[config.mk]
export PLATFORM = sky130hd
export DESIGN_NAME = inc_counter_n
export DESIGN_NICKNAME = d
export VERILOG_FILES = /design/src/rtl/inc_counter_n.sv
export SDC_FILE = /design/constraint.sdc
export NUM_CORES = 1
export LEC_CHECK = 0
export CORE_MARGIN = 5
export CORE_UTILIZATION = 49
export DETAILED_ROUTE_END_ITERATION = 10
export DONT_BUFFER_PORTS = 1
export GPL_ROUTABILITY_DRIVEN = 0
export SYNTH_ARGS = -nofsm -noshare
export SYNTH_HDL_FRONTEND = slang
export SYNTH_SLANG_ARGS = --single-unit
[constraint.sdc]
create_clock -name clk -period 1.7 [get_ports clk]
set_input_delay 0 -clock clk [delete_from_list [all_inputs] [get_ports clk]]
set_output_delay 0 -clock clk [all_outputs]
set_load 0.02 [all_outputs]
[src/rtl/inc_counter_n.sv]
// inc_counter_n: loadable N-bit modulo up-counter with a terminal-count
// pulse and a sticky rollover flag. All outputs are registered.
module inc_counter_n #(
  parameter int N        = 8,
  parameter bit SATURATE = 1'b0
) (
  input  logic         clk,
  input  logic         rst_n,
  input  logic         en,
  input  logic         load,
  input  logic [N-1:0] load_val,
  input  logic [N-1:0] limit,
  input  logic         clr_ovf,
  output logic [N-1:0] count,
  output logic         tc,
  output logic         ovf
);

  logic         limit_hit;
  logic [N-1:0] count_inc;
  logic [N-1:0] count_nxt;
  logic         tc_nxt;
  logic         ovf_nxt;

  // Limit compare and increment; the carry-out of the add is dropped, so a
  // count above the limit runs through all-ones to zero with no event.
  always_comb begin
    limit_hit = en && !load && (count == limit);
    count_inc = count + {{(N-1){1'b0}}, 1'b1};
  end

  // Next-state selection in priority order: load, limit event, increment, hold.
  always_comb begin
    count_nxt = count;
    tc_nxt    = 1'b0;
    if (load) begin
      count_nxt = load_val;
    end else if (limit_hit) begin
      count_nxt = SATURATE ? count : '0;
      tc_nxt    = 1'b1;
    end else if (en) begin
      count_nxt = count_inc;
    end
  end

  // Sticky flag: a limit event in the same cycle as clr_ovf keeps it set.
  always_comb begin
    ovf_nxt = ovf;
    if (limit_hit) begin
      ovf_nxt = 1'b1;
    end else if (clr_ovf) begin
      ovf_nxt = 1'b0;
    end
  end

  // State registers with asynchronous active-low reset.
  always_ff @(posedge clk or negedge rst_n) begin
    if (!rst_n) begin
      count <= '0;
      tc    <= 1'b0;
      ovf   <= 1'b0;
    end else begin
      count <= count_nxt;
      tc    <= tc_nxt;
      ovf   <= ovf_nxt;
    end
  end

endmodule

==> results of run 1 <==
-- report_power, final --
group          internal [W]  switching, W  leakage, nW
clock             0.0000818     0.0000803       0.0138
combinational      0.000127      0.000136        0.264
sequential         0.000263     0.0000363        0.122
-- critical path, cell delays in order (launching register included) --
cell and delay [ns]:
dfrtp_1 0.45, xnor2_1 0.16, nand3_1 0.20, nor4_4 0.07, buf_4 0.16, a2111oi_1 0.39
-- kinds of logic after synthesis --
| logic type | after synthesis | share of synthesized area |
|---|---|---|
| flops | 10 | 0.3257 |
| xor+xnor | 8 | 0.1010 |
| compound gates | 19 | 0.2215 |
| simple gates | 31 | 0.2443 |
| mux | 1 | 0.01466 |
| buf+inv | 12 | 0.07654 |
| fa+ha+maj | 1 | 0.01628 |
-- metrics by stage --
stage | instances | utilization | hold WS, ns | power, W
floorplan | 82 | - | -0.2956 | 0.0004866
global placement | 99 | 0.5429 | -0.2953 | 0.0005314
detailed placement | 99 | 0.5429 | -0.2953 | 0.0005366
CTS | 114 | 0.6387 | 0.0001538 | 0.0007311
global route | 115 | 0.6437 | 0.01440 | 0.0007708
finish | 115 | 0.6437 | 0.004804 | 0.0007250
-- what timing repair did --
action,4_1_cts,5_1_grt
endpoints found under the setup margin,0,3
buffers inserted,0,1
hold endpoints to repair,19,0
hold buffers,12,0
-- synth_stat cells --
library cell,number,area [um2]
a2111oi_1,2,20.02
a2111oi_2,2,30.03
a21o_1,1,7.510
a22oi_1,3,22.52
a311o_1,1,10.01
a311o_2,1,11.26
a311oi_1,1,8.760
a31o_1,1,8.760
and3_1,1,6.260
and3_4,2,22.52
buf_2,5,25.02
buf_6,1,11.26
clkbuf_1,1,3.750
dfrtp_1,10,250.2
ha_1,1,12.51
inv_1,5,18.77
mux2_2,1,11.26
nand2_1,8,30.03
nand2b_1,1,6.260
nand3_1,3,15.01
nand4_2,1,12.51
nor2_1,3,11.26
nor2b_1,2,12.51
nor3_1,8,40.04
nor3_2,1,10.01
nor4_4,1,21.27
o21ai_0,1,5.000
o31ai_1,5,37.54
o41ai_1,1,8.760
xnor2_1,7,61.31
xnor2_2,1,16.27
-- placed cells by master, fill, tap and decap left out, types with 2 or more instances in the layout --
cell,netlist,routed
a2111oi_1,2,2
a2111oi_2,2,2
a22oi_1,3,3
and3_4,2,2
buf_4,0,9
clkbuf_4,0,3
dfrtp_1,10,10
dlygate4sd3_1,0,12
inv_1,5,5
nand2_1,8,8
nand3_1,3,3
nor2_1,3,3
nor2b_1,2,2
nor3_1,8,8
o31ai_1,5,5
xnor2_1,7,7
-- worst paths after layout --
check	slack, ns	start	endpoint
hold reg to reg	0.64	ovf	ovf
min in group asynchronous	0.13	rst_n	tc
hold / removal	0.005	en	count[6]
setup / recovery	0.14	count[6]	count[4]
setup reg to reg	0.14	count[6]	count[4]
max in group asynchronous	1.24	rst_n	count[7]
-- sequential cells by signal, indices dropped and copies added (netlist names) --
register	flops
count	8
ovf	1
tc	1
-- cell type report --
class / instances / area (um2)
Timing Repair Buffer: 21 / 187.7
Tap cell: 16 / 20.02
Inverter: 5 / 18.77
Fill cell: 137 / 530.5
Sequential cell: 10 / 250.2
Multi-Input combinational cell: 60 / 459.2
Clock buffer: 3 / 22.52
-- per-layer routing --
metal | vias to the layer above | wire, um | track usage
met2 | 25 | 971 | 0.2754
met4 | 0 | 32 | 0.07860
met3 | 4 | 151 | 0.05723
met1 | 330 | 841 | 0.2208
met5 | - | 0 | 0
li1 | 343 | - | -
==> impl_metrics.toml, run 1 <==
[status]
status = "complete, no violations"

[clocking]
cts_tree = "yes"
root_buffer = "clkbuf_4"
cts_made_buffers = 3
cts.sinks = 10
ctsResizeCount = 0
clockBufferDepth = 2
clkTransAtPathRegs_ns = 0.06
clock_latency_ns = 0.26
htree_levels = 1

[worst_setup_path]
path_max_fanout = 6
cp.required_ns = 1.83
cp.arrival_ns = 1.69
path_class = "reg -> reg"
cp-start-kind = "register"
endpoint_kind = "register"
reg2reg_depth = 5

[logic_synthesis]
syn_inst = 82
ys_warn_count = 0
synth_fp_nets = 104
synth_seq_area_share = 0.3257
synth_seq_cells = 10
synthDistinctLibCells = 31
synth.cell_area_um2 = 768.2
avgSynthCellArea_um2 = 9.369

[grt]
grt_max_degree = 15
track_usage = 0.1772
grt_pass1_vias = 646
antenna_found_initial = 0
grt_overflow = 0
grt_pass1_wl_um = 3305

[layout]
drive_gt1_frac = 0.2222
syn_to_final_growth_pct = 24.76
nNetsFinal = 123
antennaDiodeCount = 0
final_cell_area_um2 = 958.4

[sta]
finalCriticalPeriod_ns = 1.564
finalCritPeriodShare = 0.9198
finalSetupViolations = 0
slew_headroom = 0.6632
worstMarginPinSlew_ns = 0.5036
hold_viol_final = 0
setup_slack_ns = 0.1363
setup_tns_ns = 0
skew_ns = 0.001970
timing.final.max_slew_violations = 0
rsz0062_at_grt = "no"
fmax_ghz = 0.6395

[die]
die_h_um = 49.60
die_area_um2 = 2460
start_util = 0.5160
boundaryPins = 31
core_region_area_um2 = 1489
die_w_um = 49.60
rows = 14

[route]
antenna_left = 0
vias = 702
drtIter0Drc = 15
routed_wl_um = 1998
wl_per_cell_um = 17.37
avgViaCountPerCell = 6.104
drc = 0
dr.pass1.iters = 4

[power_and_ir_drop]
p_leak_nw = 0.4006
power_density_nw_per_um2 = 756.5
ir_drop_mv = 0.4475

[placement]
dpl_worst_slack_ns = 0.09229
placement.io_buffers = 0
hpwl_um = 1463
placed_cell_area_um2 = 808.3

[flow_run]
maxCapViolations = 0

[worst_hold_path]
hold_depth = 2
hp-class = "in -> reg"
(Power assumes the default switching activity.)
==> run 2, diff against run 1 <==
==> constraint.sdc (replaced) <==
create_clock -name clk -period 1.6 [get_ports clk]
set_input_delay 0 -clock clk [delete_from_list [all_inputs] [get_ports clk]]
set_output_delay 0 -clock clk [all_outputs]
set_load 0.02 [all_outputs]
==> run 2 against run 1 <==
Compared with the run above: register-to-register slack worse by 0.07 ns; utilization is 3.5 points higher; clock power is 3% higher; clock skew is 0.0029 ns higher; non-clock buffer count is 4 higher; first-iteration DRC count is 33% higher; sequential share of layout area is 1.2 points lower; die area stayed put; critical path type unchanged; largest power group is now combinational cells; global-route usage is 0.25 points higher; fmax is 1.8% higher; highest routed layer unchanged; final cell count is 3.5% higher; critical endpoint is now count[7].
==> impl_metrics.toml, run 2 (synthesized netlist as in run 1, its figures left out) <==
[sta]
finalSetupViolations = 0
setup_tns_ns = 0
fmax_ghz = 0.6507
skew_ns = 0.004909
timing.final.max_slew_violations = 0
slew_headroom = 0.6462
finalCriticalPeriod_ns = 1.537
worstMarginPinSlew_ns = 0.5289
finalCritPeriodShare = 0.9605
setup_slack_ns = 0.06323
hold_viol_final = 0

[clocking]
root_buffer = "clkbuf_4"
cts.sinks = 10
cts_tree = "yes"
clockBufferDepth = 2
htree_levels = 1
cts_made_buffers = 3
clkTransAtPathRegs_ns = 0.06
clock_latency_ns = 0.26

[power_and_ir_drop]
p_leak_nw = 0.4314
ir_drop_mv = 0.6255
fin_total_pwr_w = 0.0008010
power_density_nw_per_um2 = 792.3

[grt]
grt_pass1_vias = 673
grt_overflow = 0
antenna_found_initial = 0
track_usage = 0.1797
grt_max_degree = 15
grt_pass1_wl_um = 3401

[layout]
drive_gt1_frac = 0.3010
regMostFlops = "count"
most-common-layout-cells = "buf_4 (13), dlygate4sd3_1 (12), dfrtp_1 (9)"
syn_to_final_growth_pct = 31.60
multiInputGateArea_um2 = 480.5
nNetsFinal = 127
seqCellArea_um2 = 251.5
fin_cells = 119
final_cell_area_um2 = 1011
top_regs = "count (8), ovf (1), tc (1)"
antennaDiodeCount = 0
largest_register_ffs = 8
mostFrequentLayoutCell = "buf_4"
nFillCells = 130

[worst_setup_path]
rr_endpoint = "count[7]"
reg2reg_depth = 4
slowest_stage = "dfrtp_1"
max_stage_delay_ns = 0.41
crit_chain = "and3_1 -> and3_4 -> a31o_1 -> a2111oi_2"
cp-start-kind = "register"
startpoint = "count[2]"
cp.required_ns = 1.74
path_max_fanout = 6
cp.arrival_ns = 1.67
rrSetupSlack_ns = 0.06
endpoint_kind = "register"
critPathCapture = "count[7]"
path_class = "reg -> reg"
timing.rr.start = "count[2]"

[route]
drtIter0Drc = 20
avgViaCountPerCell = 6.034
routed_wl_um = 2111
vias = 718
dr.pass1.iters = 4
wl_per_cell_um = 17.74
antenna_left = 0
drc = 0

[die]
die_w_um = 49.60
start_util = 0.5160
boundaryPins = 31
die_h_um = 49.60
rows = 14
core_region_area_um2 = 1489
die_area_um2 = 2460

[status]
status = "complete, no violations"

[placement]
hpwl_um = 1455
dpl_worst_slack_ns = 0.07399
dp.cells = 102
placed_cell_area_um2 = 830.8
placement.io_buffers = 0

[flow_run]
maxCapViolations = 0

[worst_hold_path]
hp-class = "in -> reg"
## run 2: worst min path at each step
stage          startpoint  endpoint  slack (ns)  cells past startpoint
5_1_grt                en  count[2]       0.002                      3
4_1_cts              load  count[4]       0.007                      4
3_3_place_gp        rst_n       ovf       -0.30                      0
3_5_place_dp        rst_n       ovf       -0.30                      0
6_report               en  count[2]       0.004                      3
2_1_floorplan       rst_n  count[0]       -0.30                      0
## run 2: cell type report
cell class | count | area share
Multi-Input combinational cell | 60 | 0.4752
Sequential cell | 10 | 0.2488
Timing Repair Buffer | 25 | 0.2153
Clock buffer | 3 | 0.02228
Tap cell | 16 | 0.01980
Inverter | 5 | 0.01856
## run 2: report_power, final
part / switching (W) / leakage (nW) / internal (W)
Clock: 0.0000806 / 0.0138 / 0.0000866
Combinational: 0.000165 / 0.296 / 0.000154
Sequential: 0.0000339 / 0.121 / 0.000281
## run 2: routing by layer
| metal | share of wire | track usage | wire [um] |
|---|---|---|---|
| met1 | 0.44 | 0.2393 | 933 |
| met2 | 0.49 | 0.2818 | 1028 |
| met3 | 0.058 | 0.03916 | 123 |
| met4 | 0.012 | 0.06550 | 25 |
| met5 | 0 | 0 | 0 |
## run 2: per-stage QoR
stage                     utilization  hold WS [ns]
after detailed placement       0.5580       -0.2953
after floorplan                     -       -0.2956
after CTS                      0.6538      0.007000
final                          0.6790      0.004369
after global placement         0.5580       -0.2953
after global routing           0.6790      0.001865
## run 2: worst max-delay path: cells and delay by family (launching register included)
family	cells	cell delay, ns
AOI/OAI and AO/OA	2	0.55
and+or+nand+nor	2	0.45
DFF	1	0.41
## run 2: repair_timing
action                                  4_1_cts  5_1_grt
endpoints found under the setup margin        0        6
hold buffers                                 12        0
setup buffers                                 0        2
resized for setup                             0        7
hold endpoints to repair                     19        0
